==> config.mk <==
export PLATFORM = sky130hd
export DESIGN_NAME = pc_sequencer
export DESIGN_NICKNAME = d
export VERILOG_FILES = /design/src/rtl/pc_seq_pkg.sv /design/src/rtl/pc_next_sel.sv /design/src/rtl/pc_sequencer.sv
export SDC_FILE = /design/constraint.sdc
export NUM_CORES = 1
export LEC_CHECK = 0
export CORE_ASPECT_RATIO = 0.5
export CORE_MARGIN = 8
export CORE_UTILIZATION = 50
export CTS_CLUSTER_SIZE = 8
export DETAILED_ROUTE_END_ITERATION = 10
export DONT_BUFFER_PORTS = 1
export PLACE_DENSITY = 0.68
export SLEW_MARGIN = 0
export SYNTH_ARGS = -nofsm -noshare
export SYNTH_HDL_FRONTEND = slang
export SYNTH_HIERARCHICAL = 1
export SYNTH_SLANG_ARGS = --single-unit
==> constraint.sdc <==
create_clock -name clk -period 2.6 [get_ports clk]
set_input_delay 0.78 -clock clk [delete_from_list [all_inputs] [get_ports clk]]
set_output_delay 0.78 -clock clk [all_outputs]
set_load 0.02 [all_outputs]
==> src/rtl/pc_seq_pkg.sv <==
`default_nettype none
// ============================================================================
// Module   : pc_seq_pkg
// Purpose  : Shared state encoding and default address constants for the
//            pc_sequencer, the CPU top level and its bench.
// Revision : 1.0 - initial release
// ============================================================================
package pc_seq_pkg;

    localparam logic [2:0] c_IDLE = 3'd0;
    localparam logic [2:0] c_RUN  = 3'd1;
    localparam logic [2:0] c_STEP = 3'd2;
    localparam logic [2:0] c_DONE = 3'd3;
    localparam logic [2:0] c_ERR  = 3'd4;

    localparam int unsigned c_RESET_PC = 0;
    localparam int unsigned c_END_PC   = 60;
    localparam int unsigned c_PC_STEP  = 4;

endpackage
`default_nettype wire

==> src/rtl/pc_next_sel.sv <==
`default_nettype none
// ============================================================================
// Module   : pc_next_sel
// Purpose  : Combinational next-pc select (jump > branch > sequential) with
//            word-alignment check on the chosen redirect target.
// Revision : 1.0 - initial release
// ============================================================================
module pc_next_sel
    import pc_seq_pkg::*;
#(
    parameter int unsigned ADDR_W  = 32,
    parameter int unsigned PC_STEP = c_PC_STEP
) (
    input  logic [ADDR_W-1:0] pc,
    input  logic              branch_taken,
    input  logic [ADDR_W-1:0] branch_target,
    input  logic              jump,
    input  logic [ADDR_W-1:0] jump_target,
    output logic [ADDR_W-1:0] next_pc,
    output logic              misalign
);

    always_comb begin
        next_pc  = pc + ADDR_W'(PC_STEP);
        misalign = 1'b0;
        if (jump) begin
            next_pc  = jump_target;
            misalign = (jump_target[1:0] != 2'b00);
        end else if (branch_taken) begin
            next_pc  = branch_target;
            misalign = (branch_target[1:0] != 2'b00);
        end
    end

endmodule
`default_nettype wire

==> src/rtl/pc_sequencer.sv <==
`default_nettype none
// ============================================================================
// Module   : pc_sequencer
// Purpose  : Run/stop/single-step fetch controller owning the program counter,
//            with redirects, stalls, end-of-program and retire counting.
// Revision : 1.0 - initial release
// ============================================================================
module pc_sequencer
    import pc_seq_pkg::*;
#(
    parameter int unsigned ADDR_W   = 32,
    parameter int unsigned PC_STEP  = c_PC_STEP,
    parameter int unsigned RESET_PC = c_RESET_PC,
    parameter int unsigned END_PC   = c_END_PC,
    parameter int unsigned CNT_W    = 16
) (
    input  logic              clk,
    input  logic              rst_n,
    input  logic              start,
    input  logic              stop,
    input  logic              step,
    input  logic              stall,
    input  logic              branch_taken,
    input  logic [ADDR_W-1:0] branch_target,
    input  logic              jump,
    input  logic [ADDR_W-1:0] jump_target,
    output logic [ADDR_W-1:0] pc,
    output logic              pc_valid,
    output logic              busy,
    output logic              done,
    output logic              misalign_err,
    output logic [CNT_W-1:0]  instr_cnt
);

    logic [2:0]        r_state;
    logic [ADDR_W-1:0] r_pc;
    logic [CNT_W-1:0]  r_cnt;

    logic [2:0]        w_state_nxt;
    logic [ADDR_W-1:0] w_pc_nxt;
    logic [CNT_W-1:0]  w_cnt_nxt;
    logic [ADDR_W-1:0] w_sel_pc;
    logic              w_misalign;
    logic              w_retire;
    logic              w_redirect;

    pc_next_sel #(
        .ADDR_W  (ADDR_W),
        .PC_STEP (PC_STEP)
    ) u_next_sel (
        .pc            (r_pc),
        .branch_taken  (branch_taken),
        .branch_target (branch_target),
        .jump          (jump),
        .jump_target   (jump_target),
        .next_pc       (w_sel_pc),
        .misalign      (w_misalign)
    );

    assign w_redirect = jump | branch_taken;

    always_ff @(posedge clk or negedge rst_n) begin
        if (!rst_n) begin
            r_state <= c_IDLE;
            r_pc    <= ADDR_W'(RESET_PC);
            r_cnt   <= '0;
        end else begin
            r_state <= w_state_nxt;
            r_pc    <= w_pc_nxt;
            r_cnt   <= w_cnt_nxt;
        end
    end

    always_comb begin
        w_state_nxt = r_state;
        w_pc_nxt    = r_pc;
        w_cnt_nxt   = r_cnt;
        w_retire    = 1'b0;

        case (r_state)
            c_IDLE: begin
                if (start)     w_state_nxt = c_RUN;
                else if (step) w_state_nxt = c_STEP;
            end
            c_RUN: begin
                if (stop)        w_state_nxt = c_IDLE;
                else if (!stall) w_retire    = 1'b1;
            end
            c_STEP: begin
                if (!stall) w_retire = 1'b1;
            end
            c_DONE, c_ERR: begin
                if (start) begin
                    w_state_nxt = c_RUN;
                    w_pc_nxt    = ADDR_W'(RESET_PC);
                    w_cnt_nxt   = '0;
                end
            end
            default: w_state_nxt = c_IDLE;
        endcase

        // A single step returns to IDLE unless the retire ends the program.
        if (w_retire) begin
            w_cnt_nxt = (r_cnt == '1) ? r_cnt : r_cnt + CNT_W'(1);
            if (w_misalign) begin
                w_state_nxt = c_ERR;
            end else if (!w_redirect && r_pc == ADDR_W'(END_PC)) begin
                w_state_nxt = c_DONE;
            end else begin
                w_pc_nxt = w_sel_pc;
                if (r_state == c_STEP) w_state_nxt = c_IDLE;
            end
        end
    end

    assign pc           = r_pc;
    assign pc_valid     = (r_state == c_RUN) || (r_state == c_STEP);
    assign busy         = (r_state == c_RUN) || (r_state == c_STEP);
    assign done         = (r_state == c_DONE) || (r_state == c_ERR);
    assign misalign_err = (r_state == c_ERR);
    assign instr_cnt    = r_cnt;

endmodule
`default_nettype wire
==> run summary <==
DRT Pass-1 Iters: 5
number of nets in the layout: 495
fin. max-slew vios: 0
Reg2Reg Depth: 4
FF-to-FF setup slack: 0.37 ns
Chip Height: 76.1 um
final clock skew: 0.00515 ns
Setup crit end kind: primary output
CTS root buffer: clkbuf_16
final hold slack: 0.173 ns
Worst-path clk slew: 0.07 ns
hold_buf cts: 0
CTS sink cnt: 51
Slew headroom: 38.9%
commonest non-fill, non-tap cell in the layout: dfrtp_1
gpl congestion: 0.877
maxcap violations: 0
Setup CP Type: reg2out
HPWL after DPL: 8820 um
first-pass GRT wire length: 18300 um
Cell Area, Synth: 0.00361 mm^2
Initial Util: 50.4%
WL per Instance: 22.7 um
Worst IR Drop VDD: 0.489 mV
n_diodes: 0
Clk Latency, worst-skew pair: 0.29 ns
DRC: 0
worst-margin pin slew: 0.907 ns
Fin. Hold Viols: 0
CTS tree: yes
power density over cell area: 982 mW/mm^2
io pins: 124
Primary FF master, synth: dfrtp_1
Cell variety after synth: 66
drt initial violations: 489
syn_nets: 478
RSZ-0062 raised after global routing: no
via count: 3537
P_leak: 1.65 nW
most frequent cells in the layout: dfrtp_1, nand2_1, buf_4
Critical Path RT: 1.82 ns
GRT Max-Usage Layer: met1
GR Util met2: 29.0%
PortBufs: 0
post-cts sizing count: 0
total track usage: 22.1%
crit start category: register
leading area contributor after synthesis: dfrtp_1
Syn Inst Count: 404
met3 usage: 7.17%
initial antenna violation count: 0
status: finished clean
M1 GR Usage: 34.0%
reg2reg start: r_state[0]
number of global-route vias before repair: 3170
core area: 0.00716 mm^2
share of cells above drive strength 1: 14.0%
clock period minus worst slack: 2.48 ns
Hold Crit Class: in2async
setup TNS: 0 ns
Post CTS Setup Buffer Count: 0
Post-synth ARST share: 100%
Seq/Total Area, Yosys: 35.4%
Post-synth EDFFs: 0
H-tree level count: 2
Seq cells post-synth: 51
crit path DAT: 1.70 ns
worst r2r dst: instr_cnt[12]
final antenna-violating net count: 0
grt total ovfl: 0
DR vias/cell: 6.84
Horiz. Die Dim: 136 um
Max Root-Sink Buffers: 2
Final Cycle Share: 95.2%
syn_area_per_cell: 8.93 um^2
Fmax: 404 MHz
Yosys warning total: 6
final setup vio count: 0
Die ar.: 0.0104 mm^2
Site Rows: 22
cts bufs inserted: 5
area grow syn2layout: 11.6%
pin count of the biggest net entering global routing: 52
Total Wirelength: 11700 um
Synth area leaders: dfrtp_1, a22o_1, xor2_1
share of the synthesized area in the top cell type: 35.4%
Max Fanout on Critical Path: 12
-- layer usage --
metal  up-vias  part of all wire, %
li1       1612                    -
met1      1730                   47
met2       185                   41
met3        10                   11
met4         0                 0.99
met5         -                    0
-- worst max-delay path, stage by stage, from the launching register on --
cell and delay [ns]:
dfrtp_1 0.49, or3b_2 0.54, o21ai_0 0.37
-- report_power, final --
| part | switching [mW] | internal [mW] |
|---|---|---|
| sequential | 0.427 | 1.05 |
| combinational | 1.04 | 0.759 |
| clock | 0.300 | 0.377 |
-- final cells by class --
| class | count | area (um^2) |
|---|---|---|
| fillers | 671 | 3130 |
| multi-input cells | 322 | 2180 |
| flip-flops and latches | 51 | 1280 |
| repair buffers | 34 | 280 |
| clock buffers | 6 | 139 |
| well taps | 96 | 120 |
| inverters | 7 | 26.3 |
| clock inverters | 1 | 5.00 |
-- flip-flops by register name, summed over array words and instances (netlist names) --
signal and count:
instr_cnt 16, r_state 3, pc 32
-- cell families after synthesis --
kind of cell / after synthesis / share of synthesized area (%)
fa+ha+maj: 2 / 0.694
compound gates: 130 / 25.2
buf+inv: 31 / 4.23
simple gates: 153 / 25.0
xor+xnor: 25 / 6.07
mux: 12 / 3.36
flops: 51 / 35.4
-- worst max path at each step --
stage / from / end / slack [ns] / cells past startpoint
6_report: r_state[0] / done / 0.12 / 2
4_1_cts: r_state[0] / done / 0.12 / 2
2_1_floorplan: branch_taken / pc[4] / 0.27 / 8
3_3_place_gp: stop / instr_cnt[12] / 0.21 / 4
3_5_place_dp: stop / instr_cnt[12] / 0.18 / 4
5_1_grt: r_state[1] / done / 0.01 / 2
-- synthesized netlist by cell type, drive strengths merged (6+ instances only) --
master,n
o21ai,29
a22o,28
clkbuf,15
a21oi,24
xnor2,6
xor2,19
mux2i,11
inv,6
nand3,26
or4,7
o31ai,10
dfrtp,51
nand4,16
nor2,10
buf,9
and4,8
nor4,13
a22oi,12
o22ai,6
nand2,35
-- per-stage QoR --
| step | cell area, um^2 | setup WS, ns | std cells | utilization (%) | power (mW) |
|---|---|---|---|---|---|
| after floorplan | 3610 | 0.270 | 404 | - | 2.63 |
| after global placement | 3880 | 0.209 | 510 | 54.2 | 3.22 |
| after detailed placement | 3880 | 0.181 | 510 | 54.2 | 3.27 |
| after CTS | 4030 | 0.124 | 517 | 56.2 | 3.95 |
| after global routing | 4030 | 0.0101 | 517 | 56.2 | 4.19 |
| final | 4030 | 0.125 | 517 | 56.2 | 3.95 |
No activity file was read; power rests on OpenSTA's default activity.
